===== src/rtl/overlap.sv =====
// Two-buffer overlap-add across LANES independent PCM lanes.
// A load fills BUF1 (clearing BUF2) or BUF2 in turn; action registers the per-lane wrapped sum.

module overlap_lane #(
  parameter int WIDTH = 16
) (
  input  logic             clock,
  input  logic             reset,
  input  logic             load,
  input  logic             action,
  input  logic             half,
  input  logic [WIDTH-1:0] din,
  output logic [WIDTH-1:0] dout
);

  logic [WIDTH-1:0] buf1, buf2, sum;

  // Modulo-2^WIDTH add; signed and unsigned wrap are identical at this width.
  assign sum = buf1 + buf2;

  always_ff @(posedge clock or negedge reset) begin
    if (!reset) begin
      buf1 <= '0;
      buf2 <= '0;
      dout <= '0;
    end else begin
      if (load) begin
        if (!half) begin
          buf1 <= din;
          buf2 <= '0;
        end else begin
          buf2 <= din;
        end
      end
      dout <= action ? sum : '0;
    end
  end

endmodule

module overlap #(
  parameter int WIDTH = 16,
  parameter int LANES = 4
) (
  input  logic                   clock,
  input  logic                   reset,
  input  logic                   load,
  input  logic                   action,
  input  logic [WIDTH*LANES-1:0] dataBusIn,
  output logic [WIDTH*LANES-1:0] dataBusOut
);

  logic                        half;
  logic [LANES-1:0][WIDTH-1:0] din_l, dout_l;

  assign din_l      = dataBusIn;
  assign dataBusOut = dout_l;

  // Load toggles the target buffer; a bare action restarts the pair at BUF1.
  always_ff @(posedge clock or negedge reset) begin
    if (!reset)      half <= 1'b0;
    else if (load)   half <= ~half;
    else if (action) half <= 1'b0;
  end

  for (genvar g = 0; g < LANES; g++) begin : g_lane
    overlap_lane #(.WIDTH(WIDTH)) u_lane (
      .clock  (clock),
      .reset  (reset),
      .load   (load),
      .action (action),
      .half   (half),
      .din    (din_l[g]),
      .dout   (dout_l[g])
    );
  end

endmodule


===== config.mk =====
export PLATFORM = sky130hd
export DESIGN_NAME = overlap
export DESIGN_NICKNAME = d
export VERILOG_FILES = /design/src/rtl/overlap.sv
export SDC_FILE = /design/constraint.sdc
export NUM_CORES = 1
export LEC_CHECK = 0
export ABC_CLOCK_PERIOD_IN_PS = 4800
export CAP_MARGIN = 20
export CORE_MARGIN = 4
export CORE_UTILIZATION = 35
export CTS_CLUSTER_DIAMETER = 40
export DETAILED_ROUTE_END_ITERATION = 8
export GPL_TIMING_DRIVEN = 1
export HOLD_SLACK_MARGIN = 0.1
export PLACE_DENSITY = 0.59
export SLEW_MARGIN = 20
export SYNTH_ARGS = -nofsm -noshare
export SYNTH_HDL_FRONTEND = slang
export SYNTH_SLANG_ARGS = --single-unit
export TNS_END_PERCENT = 20

===== constraint.sdc =====
create_clock -name clock -period 4.8 [get_ports clock]
set_input_delay 0.96 -clock clock [delete_from_list [all_inputs] [get_ports clock]]
set_output_delay 0.96 -clock clock [all_outputs]
set_load 0.1 [all_outputs]

==> flow_metrics.env <==
export IMPL_placed_cells=1398
export IMPL_coreArea_um2=27300
export IMPL_clk_root_buffer_cell="clkbuf_16"
export IMPL_final_min_clock_period_ns=2.93
export IMPL_clockBufferDepth=2
export IMPL_seq_area_frac_synth_pct=49.4
export IMPL_cp_end_kind="output port"
export IMPL_fin_nets=1177
export IMPL_maxSlewHeadroom_pct=31.6
export IMPL_totalWireLength_um=22600
export IMPL_die_area_um2=30700
export IMPL_path_cells="clkdlybuf4s50_1"
export IMPL_start_util_pct=35.9
export IMPL_cp_required_ns=3.84
export IMPL_reg2reg_depth=8
export IMPL_synth_cell_types=51
export IMPL_overflow=0
export IMPL_synthesis_area_um2=9780
export IMPL_viasPerCell=4.91
export IMPL_drive_gt1_share_pct=11.3
export IMPL_grt_max_degree=101
export IMPL_num_io_pins=132
export IMPL_clk_pin_slew_worst_paths_ns=0.07
export IMPL_crit_family="buffers and inverters"
export IMPL_synth_edf_count=0
export IMPL_start_kind="register"
export IMPL_postCtsHoldBufs=0
export IMPL_layout_commonest_cell="dfrtp_1"
export IMPL_netlist_instances=934
export IMPL_grt_pass1_vias=7237
export IMPL_post_place_ws_ns=2.01
export IMPL_drc_errors=0
export IMPL_cts_buffers=17
export IMPL_fmax_mhz=341
export IMPL_cts_sinks=193
export IMPL_diodes=0
export IMPL_setup_viol_count_final=0
export IMPL_htree_levels=4
export IMPL_async_flop_share_pct=100
export IMPL_synthToLayoutAreaGrowth_pct=22.7
export IMPL_die_h_um=175
export IMPL_routabilityCongestion=0.804
export IMPL_crit_type="reg2out"
export IMPL_grt_usage_pct=15.1
export IMPL_drt_initial_drc_count=400
export IMPL_rows=60
export IMPL_drt_wirelength_per_cell_um=15.8
export IMPL_hp_class="reg2reg"
export IMPL_fin_hold_ws_ns=0.512
export IMPL_synth_main_ff_cell="dfrtp_1"
export IMPL_critical_path_depth=1
export IMPL_synth_seq_cells=193
export IMPL_avgSynthCellArea_um2=10.5
export IMPL_cts_resized=0
export IMPL_cts_tree="yes"
export IMPL_grt_pass1_wl_um=37800
export IMPL_worst_path_largest_cell_delay_ns=1.15
export IMPL_critPathBufInv=1
export IMPL_clk_latency_ns=0.43
export IMPL_yosys_warnings=0
export IMPL_n_fill_cell=2618
export IMPL_report_final_slew_viol_count=0
export IMPL_layout_cells_non_filler=1430
export IMPL_worst_slack_ns=1.87
export IMPL_antenna_left=0
export IMPL_post_cts_buffers=0
export IMPL_hpwl_um=15300
export IMPL_finalClockSkew_ns=0.0136
export IMPL_drv_cap=0
export IMPL_antenna_found_initial=0
export IMPL_rsz0062_at_grt="false"
export IMPL_crit_fanout=1
export IMPL_hold_viol_final=0
export IMPL_first_pass_iters=5
export IMPL_vdd_drop_max_mv=0.233
export IMPL_arrival_ns=1.97
export IMPL_status="complete, no violations"
export IMPL_tns_ns=0
export IMPL_fp_dieW_um=175
export IMPL_portBuffers=131
export IMPL_leakage_nw=5.48
export IMPL_vias=7017
export IMPL_layout_common_cells="dfrtp_1 (192), clkdlybuf4s50_1 (128), inv_1 (81)"
export IMPL_tightestPinTransition_ns=1.02
export IMPL_whs_path_depth=1
export IMPL_syn_nets=1066
export IMPL_p_per_area_nw_per_um2=487
export IMPL_critical_path_slowest_cell="clkdlybuf4s50_1"
export IMPL_final_period_utilization_pct=61.0
-- power by group --
part | leakage (nW) | switching, W | total [W] | internal, W
Clock | 0.293 | 0.000661 | 0.00144 | 0.000780
Combinational | 2.76 | 0.00163 | 0.00236 | 0.000727
Sequential | 2.43 | 0.000142 | 0.00204 | 0.00190
-- final timing paths --
kind / start / end / slack [ns]
worst min-delay path: g_lane[1].u_lane.buf1[8] / g_lane[1].u_lane.buf1[8] / 0.51
worst max-delay path: g_lane[0].u_lane.dout[5] / dataBusOut[5] / 1.87
worst max register to register: g_lane[3].u_lane.buf1[0] / g_lane[3].u_lane.dout[12] / 2.56
min in group asynchronous: reset / g_lane[2].u_lane.buf2[4] / 0.59
worst min register to register: g_lane[1].u_lane.buf1[8] / g_lane[1].u_lane.buf1[8] / 0.51
max in group asynchronous: reset / g_lane[1].u_lane.buf1[15] / 3.21
-- metal layers --
metal | vias up | GRT usage, % | share of wire, %
met5 | - | 0 | 0
met4 | 0 | 3.27 | 0.67
met3 | 10 | 2.90 | 3.6
met2 | 118 | 25.1 | 48
met1 | 3413 | 20.5 | 48
li1 | 3476 | - | -
-- per-stage QoR --
step	power, W	utilization, %	area [µm²]
after floorplan	0.00383	-	9780
after global placement	0.00442	41.9	11400
after detailed placement	0.00444	41.9	11400
after CTS	0.00591	44.0	12000
after global routing	0.00616	44.0	12000
final	0.00584	44.0	12000
-- state kept, by name (all words and copies together) (netlist names) --
name and flops:
g_lane.u_lane.dout 64, half 1, g_lane.u_lane.buf1 64, g_lane.u_lane.buf2 64
-- area by class of cell --
cell class | instances | area [µm²] | area share (%)
clock buffer | 18 | 429 | 3.58
multi-input combinational | 617 | 4470 | 37.2
sequential | 193 | 4830 | 40.3
timing repair buffer | 134 | 1340 | 11.2
tap | 372 | 465 | 3.88
inverter | 82 | 308 | 2.56
clock inverter | 14 | 155 | 1.29
-- cells by family after synthesis --
family                     count (synthesis)  synth area share [%]
AOI/OAI and AO/OA                        209                  13.6
xor gates and xnor gates                  25                  2.24
DFF                                      193                  49.4
muxes                                     83                  9.36
buffers and inverters                    124                  5.03
adders and majority gates                 64                  8.49
and+or+nand+nor                          236                  11.9
-- Yosys cell counts, types with 2 or more instances --
library cell / number / share of area, %
ha_1: 60 / 7.7
nor3b_1: 5 / 0.38
a21boi_0: 2 / 0.15
o21bai_1: 8 / 0.61
nand2_1: 49 / 1.9
nand2b_1: 13 / 0.83
nor3_1: 18 / 0.92
mux2i_1: 15 / 1.5
a21o_2: 2 / 0.18
nand4_1: 8 / 0.51
o21ai_0: 72 / 3.7
and4_1: 2 / 0.18
mux2_1: 3 / 0.35
a221o_1: 4 / 0.41
a31oi_1: 15 / 0.96
o211ai_1: 2 / 0.15
nand3b_1: 2 / 0.15
o2111ai_1: 3 / 0.27
a21oi_1: 37 / 1.9
and2_1: 15 / 0.96
inv_1: 81 / 3.1
o21a_1: 9 / 0.69
nand3_1: 71 / 3.6
and4_2: 2 / 0.20
a31o_2: 3 / 0.27
buf_1: 4 / 0.15
and3_1: 2 / 0.13
o31ai_2: 3 / 0.38
a211oi_2: 2 / 0.26
clkbuf_1: 27 / 1.0
xor2_1: 13 / 1.2
nor2b_1: 7 / 0.45
a221oi_1: 4 / 0.36
o21ai_1: 2 / 0.10
mux2_2: 65 / 7.5
dfrtp_1: 193 / 49
fa_1: 4 / 0.82
buf_2: 9 / 0.46
xnor2_1: 12 / 1.1
buf_6: 2 / 0.23
a21o_1: 35 / 2.7
nor2_1: 40 / 1.5
Note: power is estimated with default switching activity, not from simulation.
==> RTL change 1: new RTL, same settings <==
`dout` no longer has a reset.
--- a/src/rtl/overlap.sv
+++ b/src/rtl/overlap.sv
@@ -22,7 +22,6 @@
     if (!reset) begin
       buf1 <= '0;
       buf2 <= '0;
-      dout <= '0;
     end else begin
       if (load) begin
         if (!half) begin
@@ -32,8 +31,11 @@
           buf2 <= din;
         end
       end
-      dout <= action ? sum : '0;
     end
+  end
+
+  always_ff @(posedge clock) begin
+    dout <= action ? sum : '0;
   end
 
 endmodule
Function: differs if reset is asserted again (counterexample within 4 cycles, from zero or initial values and one cycle with reset low); with reset held inactive, the same outputs for 4 cycles.
==> RTL change 1 against the original RTL <==
  * Non-clock buffer count increased by 1
  * Routed wire length decreased by 3.8%
  * Synthesized area decreased by 4.5%
  * Highest routed layer unchanged
  * Utilization increased by 0.28 points
  * Global-route usage increased by 0.15 points
  * Die area decreased by 4.3%
  * Largest cell class unchanged
  * Maximum frequency increased by 0.90%
  * Worst setup slack improved by 0.026 ns
  * Count of clock-buffer cells in the layout increased by 3
  * Critical path type unchanged
  * Power increased by 1.5%
  * Sequential share of layout area decreased by 1.3 points
  * Design area decreased by 3.5%
  * Sequential cell count unchanged
==> RTL change 1: results (changes against the original RTL) <==
peak supply drop=324 uV (+39%); count of cell types in the netlist=56 (+9.8%); Commonest cells post-synth=dfrtp_1 (129), o21ai_0 (82), nand3_1 (79); routed length on met2=10.0 mm (-6.8%); Multi-input comb cells=621 (+0.65%); Net count, final=1174 (-0.25%); nonclk inv count=74 (-9.8%); Post-synth ARST share=66.8% (-33 points); initial antenna violation count=1 (+1); worst endpoint data arrival time=1.94 ns (-0.03 ns); WL per Instance=15.6 um (-1.1%); clock network area share=5.38% (+0.51 points); via count=6936 (-1.2%); met1 wire length=10.4 mm (-4.0%); met1 Resource Use GR=20.6% (+0.092 points); footprint of the multi-input gates=4410 um2 (-1.4%); global-route wire length before repair=35.7 mm (-5.4%); FFs & Latches=193 (unchanged); skew final=0.0103 ns (-0.00329 ns); top post-synthesis cells by area=dfrtp_1 (35%), dfxtp_1 (14%), ha_1 (8.0%), mux2_2 (7.7%), o21ai_0 (4.4%); buffer share of cell area=11.6% (+0.38 points); P_leak=5.06 nW (-7.8%); RR Startpoint=g_lane[1].u_lane.buf2[0]$_DFFE_PN0P_; reg2reg setup slack=2.32 ns (-0.24 ns); metal3 WL=980 um (+19%); Worst Setup EP=dataBusOut[1]; clock buffers=21 (+3); HPWL after DPL=14.8 mm (-2.8%); largest net degree at the start of global routing=98 (-3.0%); Avg Inst Size Synth=10.1 um2 (-3.8%); vias in the first global route=6970 (-3.7%); status=finished clean; share of cells above drive strength 1=10.6% (-0.73 points); Net Count, Synth=1059 (-0.66%); met2 GRT Util=24.5% (-0.58 points); clock share of power=25.5% (+0.8 points)
[RTL change 1: worst min-delay path by stage]
stage	start	to	slack [ns]	cells past startpoint
5_1_grt	g_lane[0].u_lane.buf1[11]$_DFFE_PN0P_	g_lane[0].u_lane.buf1[11]$_DFFE_PN0P_	0.53	1
4_1_cts	g_lane[0].u_lane.buf1[4]$_DFFE_PN0P_	g_lane[0].u_lane.buf1[4]$_DFFE_PN0P_	0.51	1
3_3_place_gp	g_lane[0].u_lane.buf1[4]$_DFFE_PN0P_	g_lane[0].u_lane.buf1[4]$_DFFE_PN0P_	0.49	1
3_5_place_dp	g_lane[0].u_lane.buf1[4]$_DFFE_PN0P_	g_lane[0].u_lane.buf1[4]$_DFFE_PN0P_	0.50	1
6_report	g_lane[1].u_lane.buf1[0]$_DFFE_PN0P_	g_lane[1].u_lane.buf1[0]$_DFFE_PN0P_	0.51	1
2_1_floorplan	g_lane[0].u_lane.buf1[0]$_DFFE_PN0P_	g_lane[0].u_lane.buf1[0]$_DFFE_PN0P_	0.48	1
[RTL change 1: metrics by stage]
stage	power (mW)	util, %	instance area [um2]	setup slack, ns
floorplan	3.87	-	9340	2.57
global placement	4.44	41.9	11000	1.88
detailed placement	4.46	41.9	11000	1.82
CTS	5.98	44.3	11600	1.86
global route	6.24	44.3	11600	1.85
finish	5.93	44.3	11600	1.90
[RTL change 1: cell families after synthesis]
family          count (synthesis)  synth area share (%)
fa+ha+maj                      64                  8.89
compound gates                218                  14.6
flops                         193                  48.3
simple gates                  231                  11.7
mux                            71                  8.49
xor+xnor                       37                  3.47
buf+inv                       113                  4.63
==> RTL change 2: new RTL, same flow settings <==
Made on the original files. Set the parameter `LANES` to 5 (it was 4).
--- a/src/rtl/overlap.sv
+++ b/src/rtl/overlap.sv
@@ -40,7 +40,7 @@
 
 module overlap #(
   parameter int WIDTH = 16,
-  parameter int LANES = 4
+  parameter int LANES = 5
 ) (
   input  logic                   clock,
   input  logic                   reset,
Ports: changed (resized dataBusIn and dataBusOut); port bits go from 132 to 164. No check against the original RTL was run, so the function may have changed too.
==> RTL change 2 against the original RTL <==
  * Design area is 27% higher
  * Synthesized area up 20%
  * Power grew 41%
  * First-iteration DRC count fell by 12%
  * Routed wire length grew 24%
  * Register-to-register slack got worse by 0.26 ns
  * Highest routed layer is now met5
  * Combinational power up 25%
  * Synthesized cell count is 19% higher
  * Sequential cell count rose by 48
  * Worst setup slack worse by 0.097 ns
  * Sequential share of layout area shrank 0.54 points
==> RTL change 2: results (changes against the original RTL) <==
Clk pin slew, worst setup/hold paths=0.05 ns (-0.02 ns); adder-cell share of the synthesized area=8.81% (+0.32 points); via count=8530 (+22%); vias in the first global route=8745 (+21%); P_leak=6.78 nW (+24%); area fraction in compound gates after synthesis=11.6% (-2.0 points); Max Buffers Root-to-Sink=3 (+1); status=finished clean; CTS buffer count=40 (+23); Net Count, Synth=1273 (+19%); H-tree levels=2 (-2); Regs by FF count=g_lane.u_lane.buf1 (80), g_lane.u_lane.buf2 (80), g_lane.u_lane.dout (80); Fillers=3127 (+19%); reg2reg setup slack=2.30 ns (-0.26 ns); initial antenna violation count=3 (+3); XOR/XNOR Fraction of Synth Area=3.49% (+1.3 points); total wire length=28.0 mm (+24%); Net count, final=1442 (+23%); mux share of post-synthesis cell area=8.98% (-0.38 points); worst endpoint data arrival time=2.07 ns (+0.10 ns); Hold Crit Class=primary input to asynchronous set/reset pin; Commonest cells post-synth=dfrtp_1 (241), inv_1 (104), o21ai_0 (99); count of cell types in the netlist=46 (-9.8%); global-route wire length before repair=45.3 mm (+20%); HPWL after DPL=18.8 mm (+23%); Tot GR Track Use=15.3% (+0.20 points); max_slew headroom=31.3% (-0.26 points); largest net degree at the start of global routing=113 (+12%); Reg-to-Reg End=g_lane[4].u_lane.dout[14]$_DFF_PN0_; peak supply drop=305 uV (+31%); share of cells above drive strength 1=13.1% (+1.8 points); skew final=0.0257 ns (+0.0121 ns)
RTL change 2: changes by cell type after synthesis, moves of 11 or more:
cell	unedited run	this run
dfrtp_1	193	241
o21ai_0	72	99
inv_1	81	104
a21o_1	35	15
nand3_1	71	89
nor2_1	40	56
ha_1	60	75
mux2_2	65	80
xnor2_1	12	27
a211oi_1	0	12
nor2b_1	7	18
RTL change 2: worst max-delay path by stage:
stage / slack, ns / depth (start not counted) / endpoint / start
6_report: 1.77 / 1 / dataBusOut[15] / g_lane[0].u_lane.dout[15]$_DFF_PN0_
5_1_grt: 1.73 / 1 / dataBusOut[15] / g_lane[0].u_lane.dout[15]$_DFF_PN0_
4_1_cts: 1.74 / 1 / dataBusOut[15] / g_lane[0].u_lane.dout[15]$_DFF_PN0_
3_5_place_dp: 1.96 / 4 / g_lane[2].u_lane.buf1[4]$_DFFE_PN0P_ / load
3_3_place_gp: 2.00 / 4 / g_lane[1].u_lane.buf1[7]$_DFFE_PN0P_ / load
2_1_floorplan: 2.59 / 9 / g_lane[4].u_lane.dout[14]$_DFF_PN0_ / g_lane[4].u_lane.buf2[0]$_DFFE_PN0P_
RTL change 2: area by class of cell:
type,instances,share of cell area [%]
clock inverter,27,1.77
tap,442,3.64
sequential,241,39.7
timing repair buffer,173,11.3
multi-input combinational,718,34.2
inverter,104,2.57
clock buffer,45,6.84
RTL change 2: where the power goes:
| group | internal, mW | switching [mW] | leakage, nW |
|---|---|---|---|
| sequential | 2.38 | 0.160 | 3.03 |
| combinational | 0.898 | 2.05 | 3.12 |
| clock | 1.70 | 1.05 | 0.633 |
| total | 4.98 | 3.26 | 6.78 |
RTL change 2: logic make-up after synthesis:
| family | after synthesis |
|---|---|
| AOI/OAI and AO/OA | 231 |
| xor gates and xnor gates | 47 |
| adders and majority gates | 80 |
| buffers and inverters | 150 |
| DFF | 241 |
| muxes | 95 |
| and+or+nand+nor | 265 |
RTL change 2: routing by layer:
layer	up-vias	wire length (um)	global-route usage, %
met5	-	43	0
li1	4188	-	-
met2	162	13100	25.0
met3	58	1410	3.52
met4	6	626	4.53
met1	4116	12900	20.3
RTL change 2: per-stage QoR:
step	utilization [%]	hold slack [ns]	cell area [um2]	setup WS (ns)	std cells
5_1_grt	46.2	0.518	15200	1.73	1750
2_1_floorplan	-	0.484	11800	2.59	1109
4_1_cts	46.2	0.511	15200	1.74	1750
6_report	46.2	0.504	15200	1.77	1750
3_5_place_dp	42.2	0.499	13900	1.96	1678
3_3_place_gp	42.2	0.492	13900	2.00	1678
